==> src/rtl/disk_block_reader_if.sv <==
// Read port between the block reader and the synchronous disk memory.
// Data returns in the cycle after the cycle in which mem_en is high.
interface disk_block_reader_if #(
    parameter int DATA_W = 32
);
    logic              mem_en;
    logic [8:0]        mem_addr;
    logic [DATA_W-1:0] mem_data;

    modport master (output mem_en, output mem_addr, input  mem_data);
    modport slave  (input  mem_en, input  mem_addr, output mem_data);
endinterface

==> src/rtl/disk_block_reader.sv <==
// Fetches a 4-word block from disk memory whenever the requested base address
// differs from the block currently held, re-fetching until the request settles.
module disk_block_reader #(
    parameter  int DATA_W = 32,
    localparam int WORDS  = 4
) (
    input  logic                    clk,
    input  logic                    rst,
    input  logic [8:0]              addr,
    disk_block_reader_if.master     mem,
    output logic [WORDS*DATA_W-1:0] block_data,
    output logic [8:0]              loaded_addr,
    output logic                    valid,
    output logic                    busy,
    output logic                    done
);

    typedef enum logic [1:0] {IDLE, ISSUE, DRAIN} state_t;

    state_t                  state_q, state_d;
    logic [8:0]              req_q, req_d;
    logic [1:0]              index_q, index_d;
    logic                    mem_en_q, mem_en_d;
    logic [8:0]              mem_addr_q, mem_addr_d;
    logic                    rd_pending_q;
    logic [1:0]              rd_idx_q;
    logic [WORDS*DATA_W-1:0] block_q;
    logic [8:0]              loaded_q, loaded_d;
    logic                    valid_q, valid_d;
    logic                    busy_q, busy_d;
    logic                    done_q, done_d;
    logic                    start;

    // NOTE: every signal gets its default before the case, so no path leaves one unassigned and no latch is inferred.
    always_comb begin
        state_d    = state_q;
        req_d      = req_q;
        index_d    = index_q;
        mem_en_d   = 1'b0;
        mem_addr_d = mem_addr_q;
        loaded_d   = loaded_q;
        valid_d    = valid_q;
        busy_d     = busy_q;
        done_d     = 1'b0;
        start      = 1'b0;

        case (state_q)
            IDLE: begin
                if (!valid_q || addr != loaded_q) start = 1'b1;
            end
            ISSUE: begin
                if (index_q == 2'd3) begin
                    state_d = DRAIN;
                end else begin
                    mem_en_d   = 1'b1;
                    index_d    = index_q + 2'd1;
                    mem_addr_d = req_q + 9'(index_q) + 9'd1;
                end
            end
            DRAIN: begin
                // A request that moved during the fetch is honoured only now.
                if (addr == req_q) begin
                    loaded_d = req_q;
                    valid_d  = 1'b1;
                    done_d   = 1'b1;
                    busy_d   = 1'b0;
                    index_d  = 2'd0;
                    state_d  = IDLE;
                end else begin
                    start = 1'b1;
                end
            end
            default: state_d = IDLE;
        endcase

        if (start) begin
            req_d      = addr;
            valid_d    = 1'b0;
            busy_d     = 1'b1;
            mem_en_d   = 1'b1;
            mem_addr_d = addr;
            index_d    = 2'd0;
            state_d    = ISSUE;
        end
    end

    // NOTE: sequential state uses non-blocking assignments so every register samples pre-edge values.
    always_ff @(posedge clk or negedge rst) begin
        if (!rst) begin
            state_q      <= IDLE;
            req_q        <= '0;
            index_q      <= '0;
            mem_en_q     <= 1'b0;
            mem_addr_q   <= '0;
            rd_pending_q <= 1'b0;
            rd_idx_q     <= '0;
            // NOTE: the block register is reset because it is a visible output that must read zero after reset.
            block_q      <= '0;
            loaded_q     <= '0;
            valid_q      <= 1'b0;
            busy_q       <= 1'b0;
            done_q       <= 1'b0;
        end else begin
            state_q      <= state_d;
            req_q        <= req_d;
            index_q      <= index_d;
            mem_en_q     <= mem_en_d;
            mem_addr_q   <= mem_addr_d;
            // A word issued this cycle arrives next cycle; remember which slot it fills.
            rd_pending_q <= mem_en_q;
            rd_idx_q     <= index_q;
            if (rd_pending_q) block_q[int'(rd_idx_q)*DATA_W +: DATA_W] <= mem.mem_data;
            loaded_q     <= loaded_d;
            valid_q      <= valid_d;
            busy_q       <= busy_d;
            done_q       <= done_d;
        end
    end

    assign mem.mem_en   = mem_en_q;
    assign mem.mem_addr = mem_addr_q;
    assign block_data   = block_q;
    assign loaded_addr  = loaded_q;
    assign valid        = valid_q;
    assign busy         = busy_q;
    assign done         = done_q;

endmodule

==> src/flat_wrapper.sv <==
// flat-port wrapper written by rule: the top's interface ports become plain ports
module disk_block_reader_flat 
#(
    parameter  int DATA_W = 32,
    localparam int WORDS  = 4
)
  (clk, rst, addr, block_data, loaded_addr, valid, busy, done, mem_mem_en, mem_mem_addr, mem_mem_data);
  disk_block_reader_if #(.DATA_W(DATA_W)) mem_i ();
  input  logic clk;
  input  logic rst;
  input  logic [8:0] addr;
  output logic [WORDS*DATA_W-1:0] block_data;
  output logic [8:0] loaded_addr;
  output logic valid;
  output logic busy;
  output logic done;
  output wire logic [$bits(mem_i.mem_en)-1:0] mem_mem_en;
  output wire logic [$bits(mem_i.mem_addr)-1:0] mem_mem_addr;
  input wire logic [$bits(mem_i.mem_data)-1:0] mem_mem_data;
  assign mem_mem_en = mem_i.mem_en;
  assign mem_mem_addr = mem_i.mem_addr;
  assign mem_i.mem_data = mem_mem_data;
  disk_block_reader #(.DATA_W(DATA_W)) u_core (.clk(clk), .rst(rst), .addr(addr), .mem(mem_i), .block_data(block_data), .loaded_addr(loaded_addr), .valid(valid), .busy(busy), .done(done));
endmodule
==> config.mk <==
export PLATFORM = sky130hd
export DESIGN_NAME = disk_block_reader_flat
export DESIGN_NICKNAME = d
export VERILOG_FILES = /design/src/rtl/disk_block_reader_if.sv /design/src/rtl/disk_block_reader.sv /design/src/flat_wrapper.sv
export SDC_FILE = /design/constraint.sdc
export NUM_CORES = 1
export LEC_CHECK = 0
export CORE_ASPECT_RATIO = 0.5
export CORE_MARGIN = 2
export CORE_UTILIZATION = 47
export DETAILED_ROUTE_END_ITERATION = 12
export GPL_TIMING_DRIVEN = 0
export PLACE_DENSITY = 0.78
export SYNTH_ARGS = -nofsm -noshare
export SYNTH_HDL_FRONTEND = slang
export SYNTH_SLANG_ARGS = --single-unit
==> constraint.sdc <==
create_clock -name clk -period 2.5 [get_ports clk]
set_input_delay 0.375 -clock clk [delete_from_list [all_inputs] [get_ports clk]]
set_output_delay 0.375 -clock clk [all_outputs]
set_load 0.02 [all_outputs]
* Word level (Yosys, flattened, before mapping) *
Cells that the tools add are included.

operators by class
  add/sub/neg operators = 4
  multiply operators = 0
  div/mod/pow operators = 0
  magnitude comparators = 0
  eq/ne operators = 10
  shifts and indexed selects = 2
  muxes and demuxes = 25
  bitwise logic cells = 0
  reduce and logical (&&, ||, !) cells = 12

operators by type and width
  kind                         count
  $bwmux W128                  1
  $shift A32 B33 Y128 const A  1
  $shiftx A32 B33 Y128         1
  $neg A7 Y33                  1
  $mux W9                      3
  $mux W1                      13
  $mux W2                      5
  $add A9 B1 Y9 const B        1
  $add A9 B2 Y9                1
  $eq A9 B9 Y1                 1
  $ne A9 B9 Y1                 1
  $ne A3 B1 Y1 const B         2
  $pmux W2 S3                  1
  $reduce_and A2 Y1            3
  $reduce_and A3 Y1            2
  $reduce_bool A2 Y1           3
  $eq A2 B2 Y1 const B         2
  $ne A2 B1 Y1 const B         2
  $pmux W2 S2                  1
  $ne A3 B2 Y1 const B         1
  $reduce_bool A3 Y1           1
  $add A2 B1 Y2 const B        1
  $eq A2 B1 Y1 const B         1
  $logic_not A2 Y1             1
  3 further kinds              3

storage, ports and cells
  register bits after elaboration = 166
  bits in latches = 0
  memory bits (writable) = 0
  memory bits (read-only) = 0
  output and inout port bits = 150
  memories kept = 0

* Depth between registers and ports, before layout *
  word-level depth = 6
  depth in mapped cells = 8

* Least setup slack after synthesis *
No wires, ideal clock.

  path kind = register to register
  start = register u_core.req_q[2]
  end = register u_core.mem_addr_q[1], in the netlist u_core.mem.mem_addr[1]
  setup time = 0.126 ns
  arrival = 2.034 ns
  required time = 2.374 ns
  setup slack = 0.340 ns
  stages on the path, launching flop included = 8
  buffers on the path = 2
  path through = dfrtp_1 buf_6 xor2_1 or3_1 or4_4 and2_4 buf_6 a221o_1

on the way
  cells in the longest elaborated chain, start to end = 5
  elaborated cells on any way between the ends = 7
  classes of those cells = eq/ne (2); mux (3); reduce/logical (2)

ends and longest elaborated chain
  item                                                                        RTL line                  text
  start: declaration                                                          disk_block_reader.sv:21   logic [8:0] req_q, req_d;
  start signal: assignment                                                    disk_block_reader.sv:105  req_q <= req_d;
  $eq A9 B9 Y1 (*)                                                            disk_block_reader.sv:62   if (addr == req_q) begin
  $mux W1 (*)                                                                 disk_block_reader.sv:62
  $pmux W1 S2 (*)                                                             disk_block_reader.sv:47   case (state_q)
  $ne A2 B1 Y1 (no source line) / $reduce_bool A2 Y1 (equally long branches)  n/a
  $reduce_and A2 Y1 (no source line)                                          n/a
  end signal: assignment                                                      disk_block_reader.sv:108  mem_addr_q <= mem_addr_d;
  end: declaration                                                            disk_block_reader.sv:24   logic [8:0] mem_addr_q, mem_addr_d;

Every way passes the cells marked *; elsewhere a longest branch is shown, timed or not.
A chain may end at the register's enable or synchronous reset.

* Worst setup path in the final report *
  start = input addr[8]
  end = register u_core.loaded_q[1], in the netlist u_core.loaded_addr[1]

on the way
  cells in the longest elaborated chain, start to end = 2

ends and longest elaborated chain
  item                                RTL line                  text
  start: declaration                  flat_wrapper.sv:11        input logic [8:0] addr;
  $eq A9 B9 Y1                        disk_block_reader.sv:62
  $reduce_and A2 Y1 (no source line)  n/a
  end signal: assignment              disk_block_reader.sv:113  loaded_q <= loaded_d;
  end: declaration                    disk_block_reader.sv:28   logic [8:0] loaded_q, loaded_d;

Every way passes these cells.

==> reports/results.txt <==
Clk sink count -> 166
Async SR Flop Fraction -> 100%
VDD IR max -> 513 uV
Worst R2R Start -> u_core.rd_idx_q[0]
Die H -> 86.8 um
GRT Util Overall -> 24.2%
N_diodes -> 0
Placed cell area -> 8620 um^2
Reg2reg end -> u_core.block_data[88]
Post-CTS Setup Inserts -> 0
Final cell count without fillers -> 854
Post-synth EDFFs -> 0
Total CTS buffers -> 17
Mapped Nets -> 504
Commonest cells post-synth -> dfrtp_1, a22o_1, clkbuf_1, xor2_1, nand2_1
WHS Endpoint -> u_core.rd_pending_q
Synth Warn # -> 0
Worst-path clk slew -> 0.07 ns
Drc violations -> 0
Met3 WL post-DR -> 645 um
Max cap viols -> 0
Clock Tree Buf Depth -> 2
Top Ports -> 193
Hold path depth -> 0
DR WL met2 -> 8500 um
Part of the power in registers -> 34.4%
Comb power frac -> 45.3%
First DRT Iteration DRCs -> 331
Crit path capture type -> flip-flop
Status -> completed
Post-DP HPWL -> 11800 um
Hold crit path type -> reg2reg
CP required -> 2.80 ns
DR vias/cell -> 5.51
Initial antenna violation count -> 0
Post-Place Cells -> 821
Final setup margin -> 0.0819 ns
Post-synthesis simple-gate area fraction -> 3.92%
Final Util -> 68.8%
NetSw -> 4.94 mW
Final-report max-slew violation count -> 0
Final WL -> 17400 um
Area leader, netlist -> dfrtp_1
Die area -> 14700 um^2
Wire per inst -> 20.3 um
Worst Clk Skew -> 0.0168 ns
Largest net degree at the start of global routing -> 113
Fin crit period -> 2.42 ns
Tcrit/Tclk final -> 96.7%
Root buffer cell -> clkbuf_16
Power Density -> 1410 nW/um^2
RSZ-0062 raised after global routing -> true
Pre-CTS setup slack -> -0.341 ns
Sw Share -> 37.9%
Clk_lat worst skew -> 0.43 ns
Vias in the first global route -> 4890
Mux cell area share after synthesis -> 4.54%
Most numerous cell in the Yosys netlist -> dfrtp_1
Top cell type's share of synthesized area -> 64.5%
Count of different cell masters after synthesis -> 37
Worst-path maximum fanout -> 9
Drt first pass iters -> 4
Crit path kind -> in2reg
Via count -> 4703
Post-synth design cell area -> 6440 um^2
Row count -> 30
Slew margin rel. -> 57.8%
Max Fclk -> 0.414 GHz
Design area -> 9270 um^2
Final net count -> 717
Core footprint -> 13500 um^2
Htree depth -> 4
First-pass GRT wire length -> 27200 um
Compound-Gate Fraction of Synth Area -> 19.1%
RePlAce Congestion -> 0.841
Port Buffers -> 192
Gr ovfl total -> 0
Portion of total power attributed to the clock network -> 20.3%
Dominant synthesized flop cell -> dfrtp_1
Area delta synth->final -> 43.9%
Fillers -> 930
Setup TNS -> 0 ns
Post-synthesis sequential area ratio -> 64.5%
P_int -> 8.11 mW
Post-synthesis cell count -> 452
Top cells by area, synth -> dfrtp_1, a22o_1, xor2_1
Endpoints failing setup -> 0
Adder-Cell Fraction of Synth Area -> 1.86%
Share of cells above drive strength 1 -> 11.1%
Die X-Extent -> 170 um
Post-Route M1 WL -> 7890 um
Largest family of logic cells by synthesized area -> compound AO/OA/AOI/OAI gates
Critical Path AT -> 2.72 ns
Final ANT Viol Nets -> 0
Syn_area_per_cell -> 14.3 um^2
Fin. Hold Viols -> 0
Top sig layer -> met4
Reg2Reg Depth -> 6
Post-Synth XOR/XNOR Area -> 3.53%
Worst Max-Slew Pin Slew -> 0.631 ns
Initial Util -> 47.8%
TritonCTS clock tree -> yes
#FFs+latches synth -> 166
R2r setup slk -> 0.14 ns
Hold wc startpoint -> u_core.mem.mem_en
Startpoint Class -> input port
P_leak -> 4.19 nW
==> logic make-up after synthesis <==
logic type,count (synthesis)
fa+ha+maj,9
compound gates,144
mux,23
simple gates,46
flops,166
xor+xnor,26
buf+inv,38
==> sequential cells by signal, summed over array words and instances, names as in the netlist <==
register,count
u_core.loaded_addr,9
u_core.rd_idx_q,2
u_core.valid,1
u_core.state_q,2
u_core.busy,1
u_core.req_q,9
u_core.block_data,128
u_core.rd_pending_q,1
u_core.mem.mem_addr,9
u_core.index_q,2
u_core.done,1
u_core.mem.mem_en,1
==> power by group through the flow <==
stage / Clock, mW / Combinational, mW / Sequential [mW]
floorplan: 0 / 2.01 / 5.55
global placement: 0 / 5.75 / 4.47
detailed placement: 0 / 5.87 / 4.50
CTS: 2.69 / 5.93 / 4.48
global route: 2.82 / 6.26 / 4.62
finish: 2.65 / 5.92 / 4.48
==> how the worst max path moves through the flow <==
stage	start	to	slack, ns	cells after the start
finish	addr[8]	u_core.loaded_addr[1]	0.08	6
global route	u_core.rd_idx_q[0]	u_core.block_data[88]	-0.003	6
CTS	addr[8]	u_core.mem.mem_addr[8]	0.09	6
floorplan	u_core.req_q[2]	u_core.mem.mem_addr[1]	0.34	7
detailed placement	addr[8]	u_core.mem.mem_addr[0]	-0.34	6
global placement	rst	u_core.block_data[112]	-5.47	1
==> cell usage in the layout (no fill, tap or decap), types with 4 or more instances in the layout <==
| master | n |
|---|---|
| a221o_1 | 4 |
| a22o_1 | 128 |
| clkbuf_1 | 18 |
| clkbuf_16 | 17 |
| clkbuf_2 | 9 |
| clkdlybuf4s50_1 | 191 |
| dfrtp_1 | 166 |
| ha_1 | 8 |
| inv_1 | 8 |
| inv_6 | 5 |
| inv_8 | 5 |
| mux2_2 | 11 |
| mux2_4 | 9 |
| nand2_1 | 15 |
| nor2_1 | 6 |
| o21ai_0 | 6 |
| xnor2_1 | 8 |
| xor2_1 | 18 |
==> through the flow <==
stage	hold WS, ns	total power, mW
3_3_place_gp	0.359	10.2
2_1_floorplan	0.0794	7.57
5_1_grt	0.404	13.7
4_1_cts	0.377	13.1
6_report	0.372	13.1
3_5_place_dp	0.324	10.4
==> worst max-delay path: stages <==
cell and delay (ns):
clkdlybuf4s50_1 0.53, xor2_1 0.23, or3_1 0.40, nor3_1 0.16, nand4_1 0.54, mux2_2 0.49
==> layer usage <==
layer | up-vias | track usage, %
met4 | 0 | 8.94
met5 | - | 0
met2 | 131 | 38.1
met1 | 2416 | 34.0
met3 | 27 | 4.75
li1 | 2129 | -
==> cell type report <==
type	count	area, um^2	share of cell area (%)
plain buffers	30	146	1.58
clock buffers	18	439	4.74
clock inverters	14	155	1.67
inverters	8	30.0	0.324
multi-input cells	248	2160	23.3
flip-flops and latches	166	4150	44.8
well taps	176	220	2.37
repair buffers	194	1960	21.2
==> what timing repair did <==
item / in CTS / in global routing
hold endpoints to repair: 54 / 0
pin swaps: 0 / 0
gates resized for setup: 4 / 20
hold buffers: 1 / 0
endpoints found under the setup margin: 38 / 106
No activity file was read; power rests on OpenSTA's default activity.
